===== config.mk =====
export PLATFORM = sky130hd
export DESIGN_NAME = uart_tx_arbiter
export DESIGN_NICKNAME = d
export VERILOG_FILES = /design/src/rtl/uart_tx_arbiter.sv
export SDC_FILE = /design/constraint.sdc
export NUM_CORES = 1
export LEC_CHECK = 0
export ABC_AREA = 1
export CELL_PAD_IN_SITES_DETAIL_PLACEMENT = 1
export CELL_PAD_IN_SITES_GLOBAL_PLACEMENT = 1
export CORE_UTILIZATION = 29
export CTS_CLUSTER_DIAMETER = 100
export CTS_CLUSTER_SIZE = 24
export DETAILED_ROUTE_END_ITERATION = 7
export PLACE_DENSITY = 0.84
export SLEW_MARGIN = 10
export SYNTH_ARGS = -nofsm -noshare
export SYNTH_HDL_FRONTEND = slang
export SYNTH_SLANG_ARGS = --single-unit
export TNS_END_PERCENT = 30

===== constraint.sdc =====
create_clock -name clk -period 1.6 [get_ports clk]
set_input_delay 0.32 -clock clk [delete_from_list [all_inputs] [get_ports clk]]
set_output_delay 0.32 -clock clk [all_outputs]
set_load 0.02 [all_outputs]

===== src/rtl/uart_tx_arbiter.sv =====
// Round-robin arbiter sharing one uart_tx among NREQ requesters, with an s_tick idle gap after each frame.
// Optional per-frame timeout abort is built when UART_ARB_TIMEOUT_EN is defined.
module uart_tx_arbiter #(
  parameter int NREQ          = 4,
  parameter int DBIT          = 8,
  parameter int GAP_TICKS     = 16,
  parameter int TIMEOUT_TICKS = 256
) (
  input  logic                         clk,
  input  logic                         reset,
  input  logic                         s_tick,
  input  logic [NREQ-1:0]              req,
  input  logic [NREQ*DBIT-1:0]         din,
  output logic [NREQ-1:0]              ack,
  output logic [NREQ-1:0]              done,
  output logic                         tx_start,
  output logic [DBIT-1:0]              tx_din,
  input  logic                         tx_done_tick,
  output logic                         busy,
  output logic [$clog2(NREQ)-1:0]      cur_id,
  output logic                         err,
  output logic [1:0]                   state_dbg
);

  localparam int ID_W  = $clog2(NREQ);
  localparam int GAP_W = (GAP_TICKS > 0) ? $clog2(GAP_TICKS + 1) : 1;
  localparam logic [GAP_W-1:0] GAP_END = GAP_W'(GAP_TICKS);

  if (NREQ < 2 || NREQ > 8 || TIMEOUT_TICKS < 1) begin : g_bad_param
    $error("uart_tx_arbiter: NREQ must be 2..8 and TIMEOUT_TICKS >= 1");
  end

  typedef enum logic [1:0] {IDLE, START, WAIT, GAP} state_t;

  // Handshake: req is a level held by the requester until its one-clk ack;
  // ack marks the cycle its din slice was latched into tx_din.
  state_t            state, state_n;
  logic [ID_W-1:0]   rr_ptr, rr_n;
  logic [NREQ-1:0]   ack_n, done_n;
  logic [DBIT-1:0]   tx_din_n;
  logic [ID_W-1:0]   cur_id_n;
  logic [GAP_W-1:0]  gap_cnt, gap_n;
  logic              err_n;
  logic              grant_found;
  logic [ID_W-1:0]   grant_id;
  logic [ID_W-1:0]   idx;

`ifdef UART_ARB_TIMEOUT_EN
  localparam int TO_W = $clog2(TIMEOUT_TICKS + 1);
  localparam logic [TO_W-1:0] TO_END = TO_W'(TIMEOUT_TICKS);
  logic [TO_W-1:0] to_cnt, to_n;
`endif

  // First requesting index at or after rr_ptr, wrapping modulo NREQ.
  always_comb begin
    grant_found = 1'b0;
    grant_id    = '0;
    idx         = '0;
    for (int k = 0; k < NREQ; k++) begin
      idx = ID_W'((int'(rr_ptr) + k) % NREQ);
      if (!grant_found && req[idx]) begin
        grant_found = 1'b1;
        grant_id    = idx;
      end
    end
  end

  always_comb begin
    state_n  = state;
    rr_n     = rr_ptr;
    ack_n    = '0;
    done_n   = '0;
    err_n    = 1'b0;
    tx_din_n = tx_din;
    cur_id_n = cur_id;
    gap_n    = gap_cnt;
`ifdef UART_ARB_TIMEOUT_EN
    to_n     = to_cnt;
`endif
    case (state)
      IDLE: begin
        if (grant_found) begin
          tx_din_n        = din[int'(grant_id)*DBIT +: DBIT];
          cur_id_n        = grant_id;
          ack_n[grant_id] = 1'b1;
          state_n         = START;
        end
      end
      START: begin
        rr_n    = ID_W'((int'(cur_id) + 1) % NREQ);
        gap_n   = '0;
`ifdef UART_ARB_TIMEOUT_EN
        to_n    = '0;
`endif
        state_n = WAIT;
      end
      WAIT: begin
        if (tx_done_tick) begin
          done_n[cur_id] = 1'b1;
          state_n        = (GAP_TICKS == 0) ? IDLE : GAP;
        end
`ifdef UART_ARB_TIMEOUT_EN
        // A done tick in the timeout cycle takes priority over the abort.
        else if (s_tick) begin
          if (to_cnt + TO_W'(1) == TO_END) begin
            err_n   = 1'b1;
            state_n = (GAP_TICKS == 0) ? IDLE : GAP;
          end else begin
            to_n = to_cnt + TO_W'(1);
          end
        end
`endif
      end
      GAP: begin
        if (s_tick) begin
          if (gap_cnt + GAP_W'(1) == GAP_END) begin
            gap_n   = '0;
            state_n = IDLE;
          end else begin
            gap_n = gap_cnt + GAP_W'(1);
          end
        end
      end
      default: state_n = IDLE;
    endcase
  end

  always_ff @(posedge clk or posedge reset) begin
    if (reset) begin
      state   <= IDLE;
      rr_ptr  <= '0;
      ack     <= '0;
      done    <= '0;
      tx_din  <= '0;
      cur_id  <= '0;
      gap_cnt <= '0;
      err     <= 1'b0;
`ifdef UART_ARB_TIMEOUT_EN
      to_cnt  <= '0;
`endif
    end else begin
      state   <= state_n;
      rr_ptr  <= rr_n;
      ack     <= ack_n;
      done    <= done_n;
      tx_din  <= tx_din_n;
      cur_id  <= cur_id_n;
      gap_cnt <= gap_n;
`ifdef UART_ARB_TIMEOUT_EN
      err     <= err_n;
      to_cnt  <= to_n;
`else
      err     <= 1'b0;
`endif
    end
  end

`ifndef UART_ARB_TIMEOUT_EN
  logic unused_err_n;
  assign unused_err_n = err_n;
`endif

  assign tx_start  = (state == START);
  assign busy      = (state != IDLE);
  assign state_dbg = state;

endmodule


== After elaboration in Yosys (flattened, before gate mapping) ==
Index checks and enable logic that the tools add are counted.
W data, S select, Z words.
Word-level totals
  bits in writable memories: 0
  latch bits: 0
  ROM bits: 0
  input port bits: 40
  register bits: 27
  word-level logic and storage cells: 75
  memories: 0
Operators by class
  $lt $le $gt $ge: 8
  add/sub/neg operators: 5
  shift operators: 1
  bitwise operators: 0
  multipliers: 0
  divide/modulo/power cells: 0
  reductions and logical operators: 14
  multiplexer cells: 32
  equality and inequality tests: 8
Operator list (count)
  $shiftx A32 B6 Y8: 1
  $lt A2 B3 Y1 const B: 6
  $mux W2: 8
  $mux W4: 4
  $mux W1: 10
  $mux W5: 2
  $pmux W5 S2: 1
  $bmux W1 S2: 4
  $ne A2 B2 Y1 const B: 4
  $pmux W2 S4: 1
  $add A5 B1 Y5 const B: 1
  $eq A5 B5 Y1 const B: 1
  $logic_and A1 B1 Y1: 5
  $add A2 B1 Y2 const B: 2
  $add A2 B2 Y2 const B: 2
  $demux W1 S2: 2
  $eq A2 B2 Y1 const B: 2
  $ge A2 B1 Y1 const B: 2
  $reduce_and A2 Y1: 2
  $reduce_and A4 Y1: 1
  $reduce_bool A2 Y1: 2
  $logic_not A1 Y1: 3
  $eq A2 B1 Y1 const B: 1
  $logic_not A2 Y1: 1

== Depth between registers and ports, before layout ==
Gate-level depths: netlist of the first run.
  word-level depth: 18
  gate-level depth with buffers: 16

== Least setup slack after synthesis of the first run ==
Ideal clock, no wire load.
  path type: register to register
  start: register rr_ptr[0]
  end: register tx_din[0]
  setup slack: -68 ps
  required time: 1484 ps
  stages on the path, launching flop included: 15
  arrival time: 1551 ps
  library setup time: 116 ps
  cells stage by stage: dfrtp_1 inv_2 nand2_1 nand3_2 nand2_4 nor2_4 nand3_4 buf_6 buf_8 nand3_2 nand2_1 nand2_1 nand2_1 nand2_1 nand2_1
Between the ends
  longest elaborated chain between the ends: 13
RTL lines
  start: declaration: RTL line 38  | logic [ID_W-1:0] rr_ptr, rr_n;
  start signal: assignment: RTL line 143  | rr_ptr <= rr_n;
  parallel branches: the longest is 13 deep, another holds $add A2 B1 Y2
  end signal: assignment: RTL line 146  | tx_din <= tx_din_n;
  end: declaration: RTL line 17  | output logic [DBIT-1:0] tx_din,
Parallel ways; which one is timed is not known. The select of a mux whose other input is x is not followed.
A chain may end at the register's enable or synchronous reset.

== Worst setup path in the final report of the first run ==
Same ends and word-level chain as after synthesis.

==> flow_summary.yaml, run 1 <==
global_route:
  first_global_vias: 2284
  grt_max_degree: 28
  grt_pass1_wl_um: 11000
  grt_overflow: 0
  track_usage_pct: 19.5
  antenna_found_initial: 0
sta:
  rsz0062_at_grt: "yes"
  min_period_ns: 1.95
  setup_viol: 16
  worst_slack_ns: -0.348
  slew_violations: 0
  finalHoldViolCount: 0
  period_share_pct: 122
  fin_skew_ns: 0.00262
  max_freq_ghz: 0.513
  hold_slack_ns: 0.404
cts:
  ctsHoldBuffers: 0
  clockBufferDepth: 2
  clkTransAtPathRegs_ns: 0.10
  clk_latency_ns: 0.27
  clock_sinks: 27
  cts_tree: "done"
  cts-htree-levels: 1
  cts_made_buffers: 3
  clockRootBuffer: "clkbuf_8"
yosys:
  yosysTopAreaCellShare_pct: 35.1
  synth_edf_count: 0
  yosys_warnings: 0
  async_reset_ff_share_pct: 100
  synth_commonest_cells: "118 x nand2_1, 27 x dfrtp_1, 22 x inv_1"
  synth_most_common_cell: "nand2_1"
  avgSynthCellArea_um2: 7.23
  synth-seq-cells: 27
  synth_area_leader_cell: "dfrtp_1"
  ys_top_cells_by_area: "dfrtp_1 35%, nand2_1 23%, nand3_2 6.2%, ha_1 5.9%, nand3_1 4.4%"
  syn_nets: 315
  netlist_area_um2: 1920
  synth_cells: 266
  synth.distinct_cells: 26
  ys_seq_area_share_pct: 35.1
  synth-main-ff-cell: "dfrtp_1"
critical_path:
  cp_cell_sequence: "buf_6 -> nand2_4 -> nand2_4 -> nand2_2 -> nand2_2 -> nor2_4 -> nand3_4 -> buf_6 -> nand3_4 -> nand2_1 -> nand2_1 -> nand2_1 -> nand2_1 -> nand2_1 -> nand2_1"
  crit_top_cell: "nand2_1"
  crit_path_end_kind: "flip-flop"
  arrival_ns: 2.17
  critPathKind: "reg2reg"
  critPathSlowestCell: "dfrtp_2"
  worst-path-max-fanout: 8
  crit_path_start_kind: "flip-flop"
  max_stage_delay_ns: 0.49
  cp_data_required_time_ns: 1.82
routing:
  ant_nets: 0
  m1WireLength_um: 2760
  via_per_inst: 4.76
  drcViolationCount: 0
  wl_met2_um: 3690
  met3WireLength_um: 267
  routed.top_layer: "met4"
  wl_per_cell_um: 15.3
  drt_iter0_drc: 64
  num_vias: 2099
  wirelength_um: 6770
  first_pass_iters: 4
cells_and_area:
  layout-drive-gt1-share_pct: 27.7
  nets: 414
  nFillCells: 793
  n_antenna_cell: 0
  layout.cells.non_filler: 441
  area_growth_pct: 61.2
floorplanning:
  start_util_pct: 30.1
  num_rows: 29
  io_pins: 63
  core-area_um2: 6390
  die_area_um2: 6970
  die_y_um: 83.5
  dieWidth_um: 83.5
worst_hold_path:
  hold_class: "in2async"
pwr:
  power_density_nw_per_um2: 2150
  power.ir.vdd_worst_mv: 0.866
  power.leakage_nw: 1.69
status:
  status: "finished with violations"
  violations: "setup timing"
place:
  portBuffers: 61
  gp_congestion: 0.839
  hpwl_um: 4570
  place_inst: 428
run:
  maxCapViolCount: 0
## logic make-up (layout without fill, tap and decap cells)
kind of cell,count (synthesis),after routing,synth area share [%]
buffers and inverters,35,131,9.62
other,1,1,0.195
XOR/XNOR,2,2,0.910
AND/OR/NAND/NOR,173,175,43.0
flip-flops,27,27,35.1
AO/OA/AOI/OAI,19,19,5.27
adder cells (fa/ha/maj),9,9,5.85
## power by group
group	internal (W)	switching (W)	total, W	leakage [nW]
combinational	0.00208	0.00307	0.00515	1.32
clock	0.000179	0.000225	0.000404	0.0228
sequential	0.000922	0.000187	0.00111	0.351
## metal layers
metal / up-vias / GRT usage [%]
li1: 1026 / -
met2: 46 / 37.7
met4: 0 / 3.54
met5: - / 0
met3: 6 / 2.67
met1: 1021 / 22.9
## per-stage QoR
stage / instance area, um^2 / power, W / setup TNS, ns / worst slack (ns) / util [%]
final: 3100 / 0.00666 / -4.60 / -0.348 / 48.6
after global routing: 3100 / 0.00723 / -6.71 / -0.532 / 48.6
after CTS: 3050 / 0.00648 / -3.99 / -0.302 / 47.7
after global placement: 2810 / 0.00530 / -6.15 / -0.453 / 44.0
after floorplan: 1930 / 0.00394 / -0.422 / -0.0575 / -
after detailed placement: 2810 / 0.00550 / -7.66 / -0.556 / 44.0
## placed cells by master (no fill, tap or decap), types with 3 or more instances in the layout
cell and instances:
nand2_1 103, clkdlybuf4s50_1 46, buf_4 28, dfrtp_1 25, inv_1 21, nand2_2 18
nand3_2 15, nand3_1 14, nor2_1 9, ha_1 9, nand2_4 8, dlymetal6s2s_1 8
buf_6 8, a21oi_1 7, o21ai_0 5, dlygate4sd2_1 5, inv_2 3, nand3_4 3
clkbuf_8 3
## path summary, 6_finish.rpt
kind                            from         to  slack (ns)  cells past startpoint
setup / recovery           rr_ptr[0]  tx_din[0]       -0.35                     15
hold / removal                 reset  tx_din[0]        0.40                      3
setup reg to reg           rr_ptr[0]  tx_din[0]       -0.35                     15
hold reg to reg            tx_din[3]  tx_din[3]        0.49                      2
max in group asynchronous      reset  rr_ptr[0]        0.90                      3
min in group clk           tx_din[3]  tx_din[3]        0.49                      2
## layout make-up
| class | instances | area [um^2] | area share (%) |
|---|---|---|---|
| clock buffers | 4 | 45.0 | 1.45 |
| multi-input cells | 206 | 1190 | 38.5 |
| flip-flops and latches | 27 | 678 | 21.9 |
| inverters | 27 | 111 | 3.59 |
| well taps | 77 | 96.3 | 3.11 |
| repair buffers | 100 | 977 | 31.5 |
## registers in the layout (all words and copies together) (netlist names)
| name | count |
|---|---|
| rr_ptr | 2 |
| gap_cnt | 5 |
| cur_id | 2 |
| state_dbg | 2 |
| ack | 4 |
| done | 4 |
| tx_din | 8 |
## timing repair
action / 4_1_cts / 5_1_grt
pin swaps: 11 / 2
endpoints found under the setup margin: 23 / 28
resized for setup: 47 / 17
gates cloned: 2 / 1
setup buffers: 6 / 0
## worst max-delay path: cells and delay by family (launching register included)
family                 cells  cell delay, ns
buffers and inverters      2            0.34
DFF                        1            0.49
and+or+nand+nor           13            1.06
(Power assumes the default switching activity.)
==> run 2, diff against run 1 <==
--- a/config.mk
+++ b/config.mk
@@ -5,9 +5,9 @@
 export SDC_FILE = /design/constraint.sdc
 export NUM_CORES = 1
 export LEC_CHECK = 0
-export ABC_AREA = 1
 export CELL_PAD_IN_SITES_DETAIL_PLACEMENT = 1
 export CELL_PAD_IN_SITES_GLOBAL_PLACEMENT = 1
+export CORE_MARGIN = 2
 export CORE_UTILIZATION = 29
 export CTS_CLUSTER_DIAMETER = 100
 export CTS_CLUSTER_SIZE = 24
==> run 2 against run 1 <==
  * The run still ends with setup timing left
  * Routed wire length fell by 26%
  * Fmax rose by 18%
  * Register-to-register slack improved by 0.29 ns
  * Clock skew rose by 0.0030 ns
  * Final area fell by 17%
  * First-iteration DRC count fell by 22%
  * Largest power group unchanged
==> flow_summary.yaml, run 2 <==
cts:
  clock_sinks: 27
  cts-htree-levels: 1
  clockRootBuffer: "clkbuf_8"
  clkTransAtPathRegs_ns: 0.10
  clockBufferDepth: 2
  cts_made_buffers: 3
  clk_latency_ns: 0.28
  ctsHoldBuffers: 0
  cts_tree: "done"
global_route:
  first_global_vias: 1613
  grt_overflow: 0
  track_usage_pct: 16.9
  antenna_found_initial: 0
  grt_max_degree: 28
  grt_pass1_wl_um: 8070
cells_and_area:
  reg.largest.list: "tx_din: 8 flops, gap_cnt: 5 flops"
  final_cell_area_um2: 2570
  nFillCells: 600
  layout-drive-gt1-share_pct: 27.7
  final_common_cell: "clkdlybuf4s50_1"
  nets: 281
  area_growth_pct: 65.8
  utilization_pct: 49.9
  regMostFlops: "tx_din"
  layout.cells.non_filler: 301
  largest_register_ffs: 8
  layout_common_cells: "42 x clkdlybuf4s50_1, 25 x buf_4, 24 x dfrtp_1"
  n_antenna_cell: 0
critical_path:
  worst-path-max-fanout: 6
  critPathKind: "reg2reg"
  timing.critical_path.buf_inv: 2
  arrival_ns: 1.86
  cp_cell_sequence: "buf_4 -> nor2b_1 -> a21oi_1 -> nor2_2 -> or3_4 -> buf_6 -> o221ai_1"
  max_stage_delay_ns: 0.45
  crit_path_end_kind: "flip-flop"
  cp_data_required_time_ns: 1.80
  critPathSlowestCell: "dfrtp_2"
  crit_family: "simple AND/OR/NAND/NOR gates"
  reg2reg_setup_slack_ns: -0.06
  crit_path_start_kind: "flip-flop"
routing:
  drt_iter0_drc: 50
  wirelength_um: 5040
  first_pass_iters: 4
  m1WireLength_um: 2040
  routed.top_layer: "met4"
  ant_nets: 0
  via_per_inst: 4.81
  wl_met2_um: 2770
  wl_per_cell_um: 16.7
  num_vias: 1449
  met3WireLength_um: 149
  drcViolationCount: 0
status:
  violations: "setup timing"
  status: "finished with violations"
pwr:
  power.ir.vdd_worst_mv: 0.760
  power_density_nw_per_um2: 1570
  power.leakage_nw: 1.24
yosys:
  synth-seq-cells: 27
  synth_most_common_cell: "dfrtp_1"
  netlist_area_um2: 1550
  ys_top_cells_by_area: "dfrtp_1 44%, mux2i_1 12%, ha_1 7.3%, o221ai_1 5.1%, nand2_1 3.6%"
  synth-main-ff-cell: "dfrtp_1"
  synth_area_leader_cell: "dfrtp_1"
  synth.distinct_cells: 36
  yosysTopAreaCellShare_pct: 43.7
  yosys_warnings: 0
  synth_edf_count: 0
  ys_seq_area_share_pct: 43.7
  synth_cells: 145
  avgSynthCellArea_um2: 10.7
  synth_commonest_cells: "27 x dfrtp_1, 19 x mux2i_1, 15 x nand2_1"
  async_reset_ff_share_pct: 100
  syn_nets: 194
worst_hold_path:
  hold_class: "in2async"
floorplanning:
  core-area_um2: 5140
  num_rows: 26
  dieWidth_um: 77.1
  io_pins: 63
  die_y_um: 77.1
  start_util_pct: 30.1
  die_area_um2: 5940
place:
  gp_congestion: 0.811
  portBuffers: 61
  hpwl_um: 3600
  place_inst: 288
  place_area_um2: 2350
  place_ws_ns: -0.485
sta:
  fin_tns_setup_ns: -0.367
  worst_slack_ns: -0.0565
  finalHoldViolCount: 0
  setup_viol: 11
  period_share_pct: 104
  rsz0062_at_grt: "yes"
  fin_skew_ns: 0.00562
  min_period_ns: 1.66
  slew_violations: 0
  max_freq_ghz: 0.604
run:
  maxCapViolCount: 0
-- run 2: tightest hold or removal path, cell delays in order --
cell and delay, ns:
clkdlybuf4s50_1 0.39, inv_1 0.05, buf_4 0.32
-- run 2: timing repair --
action                     CTS  global route
pin swaps                    4             4
cloned                       1             0
buffers inserted             4             4
resized for setup           29            18
setup endpoints to repair   24            23
-- run 2: layout make-up --
class / count / area (um^2) / share of cell area [%]
Multi-Input combinational cell: 100 / 875 / 34.1
Clock buffer: 3 / 41.3 / 1.61
Inverter: 11 / 41.3 / 1.61
Timing Repair Buffer: 89 / 835 / 32.5
Tap cell: 70 / 87.6 / 3.41
Clock inverter: 1 / 7.51 / 0.293
Sequential cell: 27 / 679 / 26.5
-- run 2: per-stage QoR --
stage | power [W] | hold slack, ns
finish | 0.00404 | 0.387
global route | 0.00432 | 0.441
CTS | 0.00391 | 0.406
detailed placement | 0.00338 | 0.480
global placement | 0.00329 | 0.469
floorplan | 0.00243 | 0.373
-- run 2: report_power, final --
| group | switching, W | internal (W) | leakage (nW) |
|---|---|---|---|
| clock network | 0.000227 | 0.000177 | 0.0217 |
| logic | 0.00130 | 0.00123 | 0.873 |
| registers | 0.000176 | 0.000929 | 0.346 |
-- run 2: final timing paths --
kind                           endpoint  depth (start not counted)       from
max in group asynchronous  state_dbg[0]                          3      reset
min in group clk              tx_din[0]                          2  tx_din[0]
max reg2reg                   tx_din[0]                          7  rr_ptr[1]
min reg2reg                   tx_din[0]                          2  tx_din[0]
min                              ack[3]                          3      reset
max                           tx_din[0]                          7  rr_ptr[1]
-- run 2: kinds of logic after synthesis --
family | after synthesis | share of synthesized area (%)
AND/OR/NAND/NOR | 39 | 12.3
AO/OA/AOI/OAI | 30 | 15.6
flip-flops | 27 | 43.7
multiplexers | 21 | 13.7
buffers and inverters | 18 | 7.20
adder cells (fa/ha/maj) | 9 | 7.28
other | 1 | 0.242
-- run 2: metal layers --
metal  global-route usage [%]  up-vias
li1                         -      688
met1                     19.6      724
met2                     31.6       30
met3                     2.24        7
met4                     5.71        0
met5                        0        -
==> run 3, diff against run 2 <==
--- a/config.mk
+++ b/config.mk
@@ -5,6 +5,7 @@
 export SDC_FILE = /design/constraint.sdc
 export NUM_CORES = 1
 export LEC_CHECK = 0
+export ABC_AREA = 1
 export CELL_PAD_IN_SITES_DETAIL_PLACEMENT = 1
 export CELL_PAD_IN_SITES_GLOBAL_PLACEMENT = 1
 export CORE_MARGIN = 2
@@ -12,7 +13,8 @@
 export CTS_CLUSTER_DIAMETER = 100
 export CTS_CLUSTER_SIZE = 24
 export DETAILED_ROUTE_END_ITERATION = 7
-export PLACE_DENSITY = 0.84
+export HOLD_SLACK_MARGIN = 0.02
+export PLACE_DENSITY_LB_ADDON = 0.1
 export SLEW_MARGIN = 10
 export SYNTH_ARGS = -nofsm -noshare
 export SYNTH_HDL_FRONTEND = slang
==> run 3 against run 2 <==
  * The run still ends with setup timing left
  * Cell count up 46%
  * Non-clock buffer count up 9
  * Total power up 70%
  * Hold slack better by 0.0099 ns
  * Setup slack worse by 0.19 ns
  * Utilization down 0.48 points
  * Count of clock-buffer cells in the layout up 1
  * Clock skew down 0.0021 ns
  * Highest routed layer unchanged
==> flow_summary.yaml, run 3 (synthesized netlist as in run 1, its figures left out) <==
routing:
  routed.top_layer: "met4"
  drcViolationCount: 0
  num_vias: 2056
  wl_per_cell_um: 13.9
  wl_met2_um: 3120
  first_pass_iters: 4
  ant_nets: 0
  wirelength_um: 6110
  m1WireLength_um: 2660
  drt_iter0_drc: 48
  met3WireLength_um: 199
  via_per_inst: 4.67
floorplanning:
  num_rows: 29
  io_pins: 63
  core-area_um2: 6390
  die_y_um: 85.5
  dieWidth_um: 85.5
  die_area_um2: 7300
  start_util_pct: 30.1
place:
  place_ws_ns: -0.600
  hpwl_um: 4570
  gp_congestion: 0.794
  portBuffers: 61
pwr:
  clockPowerShare_pct: 5.8
  swShare_pct: 51.1
  p_int_w: 0.00335
  net-switching-power_w: 0.00350
  seq_power_share_pct: 15.7
  power_density_nw_per_um2: 2170
  power_frac_comb_pct: 78.5
  power.leakage_nw: 1.66
  power.ir.vdd_worst_mv: 1.27
critical_path:
  timing.critical_path.buf_inv: 4
  reg2reg_from: "rr_ptr[0]"
  rr_worst_depth: 12
  worst-path-max-fanout: 8
  critPathKind: "reg2reg"
  cp_cell_sequence: "buf_6 -> nand2_4 -> nand2_4 -> buf_4 -> a31oi_1 -> nand3_2 -> inv_1 -> buf_12 -> nand2_1 -> nand2_1 -> nand2_1 -> nand2_1"
  cp_data_required_time_ns: 1.82
  path_depth: 12
  crit_path_start_kind: "flip-flop"
  max_stage_delay_ns: 0.44
  critPathLaunch: "rr_ptr[0]"
  arrival_ns: 2.07
  crit_top_cell: "nand2_1"
  crit_family: "buffers and inverters"
  critPathSlowestCell: "dfrtp_1"
  crit_path_end_kind: "flip-flop"
sta:
  setup_viol: 16
  rsz0062_at_grt: "yes"
  fin_tns_setup_ns: -2.88
  worst_slack_ns: -0.248
  min_period_ns: 1.85
  max_freq_ghz: 0.541
  period_share_pct: 116
  fin_skew_ns: 0.00348
  slew_violations: 0
  finalHoldViolCount: 0
global_route:
  antenna_found_initial: 0
  grt_overflow: 0
  grt_pass1_wl_um: 10100
  first_global_vias: 2151
  grt_max_degree: 28
  track_usage_pct: 17.2
cells_and_area:
  nFillCells: 806
  nets: 413
  regMostFlops: "tx_din"
  layout_common_cells: "99 x nand2_1, 48 x clkdlybuf4s50_1, 30 x buf_4"
  n_antenna_cell: 0
  area_growth_pct: 64.1
  layout-drive-gt1-share_pct: 29.8
  largest_register_ffs: 8
  reg.largest.list: "tx_din: 8 flops, gap_cnt: 5 flops"
  final_common_cell: "nand2_1"
worst_hold_path:
  hold_class: "in2async"
run:
  maxCapViolCount: 0
cts:
  cts_tree: "done"
  clockRootBuffer: "clkbuf_8"
  cts-htree-levels: 1
  clk_latency_ns: 0.28
  clock_sinks: 27
  clockBufferDepth: 2
  ctsHoldBuffers: 0
  cts_made_buffers: 3
  clkTransAtPathRegs_ns: 0.09
status:
  status: "finished with violations"
  violations: "setup timing"
[run 3: cell types whose count changed in the layout (fill, tap and decap cells not counted), sizes merged, moves of 3 or more]
cell / delta
nand2: +116
nand3: +29
mux2i: -19
inv: +16
buf: +11
o221ai: -9
clkdlybuf4s50: +6
and3: -5
o21ai: +5
dlygate4sd2: -4
a21oi: +3
[run 3: path summary, 6_finish.rpt]
check	end	slack [ns]
setup / recovery	tx_din[7]	-0.25
hold / removal	tx_din[7]	0.40
setup reg to reg	tx_din[7]	-0.25
hold reg to reg	tx_din[0]	0.49
max in group asynchronous	rr_ptr[1]	0.91
min in group clk	tx_din[0]	0.49
[run 3: what timing repair did]
action	4_1_cts	5_1_grt
setup buffers	3	0
cloned	3	0
setup endpoints to repair	25	23
pin swaps	13	15
gates resized for setup	36	39
[run 3: per-layer routing]
metal  GRT usage (%)  up-vias
met3            1.56        9
met2            29.3       39
li1                -     1028
met4            5.63        0
met1            22.9      980
met5               0        -
[run 3: power groups by stage]
stage | clock [W] | sequential [W] | combinational (W)
after global routing | 0.000440 | 0.00111 | 0.00597
after CTS | 0.000417 | 0.00107 | 0.00506
final | 0.000399 | 0.00108 | 0.00538
after detailed placement | 0 | 0.00108 | 0.00458
after global placement | 0 | 0.00108 | 0.00449
after floorplan | 0 | 0.00129 | 0.00265
[run 3: cell type report]
| cell class | instances | area [um^2] | share of cell area (%) |
|---|---|---|---|
| Sequential cell | 27 | 677 | 21.4 |
| Multi-Input combinational cell | 207 | 1290 | 40.9 |
| Inverter | 27 | 109 | 3.45 |
| Timing Repair Buffer | 98 | 940 | 29.8 |
| Tap cell | 77 | 96.3 | 3.05 |
| Clock buffer | 4 | 45.0 | 1.43 |
[run 3: metrics by stage]
step	util, %	total power (W)	std cells	hold WS (ns)	area [um^2]
floorplan	-	0.00394	266	0.373	1930
global placement	44.4	0.00557	430	0.472	2840
detailed placement	44.4	0.00566	430	0.474	2840
CTS	47.2	0.00655	440	0.412	3020
global route	49.5	0.00752	440	0.441	3160
finish	49.5	0.00686	440	0.397	3160
[run 3: tightest hold or removal path, cell delays in order]
cell	delay [ns]
clkdlybuf4s50_1	0.39
inv_1	0.05
buf_4	0.33
==> RTL edit: new RTL, flow settings as in run 2 <==
Add a define of `UART_ARB_TIMEOUT_EN`.
--- a/src/rtl/uart_tx_arbiter.sv
+++ b/src/rtl/uart_tx_arbiter.sv
@@ -1,5 +1,7 @@
 // Round-robin arbiter sharing one uart_tx among NREQ requesters, with an s_tick idle gap after each frame.
 // Optional per-frame timeout abort is built when UART_ARB_TIMEOUT_EN is defined.
+`define UART_ARB_TIMEOUT_EN
+
 module uart_tx_arbiter #(
   parameter int NREQ          = 4,
   parameter int DBIT          = 8,
Function: same outputs for any inputs over 4 cycles, from zero or initial values and one cycle with reset high; that may be too few to reach the edited logic, so the function may still have changed.
==> RTL edit against run 2 <==
  * The flow still finishes with violations (setup timing)
  * Area after synthesis rose by 38%
  * Sequential cell count rose by 10
  * Global-route usage rose by 1.5 points
  * Die area rose by 35%
  * Total power rose by 23%
  * Synthesized cell count rose by 48%
  * Worst setup slack got worse by 420 ps
  * Wire length rose by 43%
  * Clock power rose by 53%
  * Design area rose by 34%
  * Combinational power rose by 17%
  * Core utilization fell by 2.2 points
  * Critical path depth fell by 2
  * Critical endpoint is now state_dbg[1]$_DFFE_PP0P_
  * Largest cell class unchanged
==> RTL edit: results <==
group,metric,value,unit
outcome,status,"complete, but fails checks",
outcome,failed_checks,"setup timing",
power,power_frac_seq,0.282,
synth,synthCells,215,
power,switchingPower,1980,uW
clock_network,ctsResizeCount,28,
synth,ys_seq_area_frac,0.435,
worst_setup_path,cp_slowest_cell,"or4_4",
place,gp_congestion,0.778,
die,rows,31,
place,dpl.hpwl,5710,um
cells_and_area,clockNetworkAreaShare,0.0215,
detailed_routing,drt_iter0_drc,45,
detailed_routing,via_count,2116,
power,comb-power,2960,uW
clock_network,clkSlewWorstSetupHoldPaths,70,ps
cells_and_area,nets,379,
timing,whs,376,ps
detailed_routing,wl_per_cell,16.8,um
timing,setup_viol,23,
grt,grt_pass1_vias,2314,
cells_and_area,drive_above_1_share,0.274,
synth,synthMuxAreaShare,0.0788,
place,postPlaceCellArea,3290,um^2
timing,finalWorstSetupSlack,-481,ps
synth,synth_nets,265,
place,dp.cells,421,
synth,synth_compound_area_frac,0.166,
worst_setup_path,crit_fanout,2,
synth,synth_top_cells_by_count,"37 x dfrtp_1, 27 x nand3_1, 17 x nand2_1, 12 x o21ai_0",
cells_and_area,multi_input_gates,162,
## RTL edit: changes by cell type after synthesis, moves of 5 or more
cell             run 2  this run
nand2b_1             1         6
a22o_1               0         5
nor3_1               0         5
o221a_2              0         8
and3_1               5        10
nand3_1              3        27
dfrtp_1             27        37
o21ai_0              3        12
mux2_2               2         8
o221ai_1             9         0
mux2i_1             19         4
## RTL edit: layer usage
| layer | wire (um) | vias up | track usage |
|---|---|---|---|
| li1 | - | 1014 | - |
| met1 | 3110 | 1044 | 0.237 |
| met2 | 3670 | 47 | 0.314 |
| met3 | 236 | 11 | 0.0283 |
| met4 | 178 | 0 | 0.0624 |
| met5 | 0 | - | 0 |
## RTL edit: per-stage QoR
stage / worst slack (ps) / TNS (ps) / utilization
after global routing: -535 / -8890 / 0.478
after floorplan: -473 / -5390 / -
after detailed placement: -683 / -12030 / 0.458
after CTS: -493 / -7130 / 0.473
final: -481 / -6850 / 0.478
after global placement: -554 / -10000 / 0.458
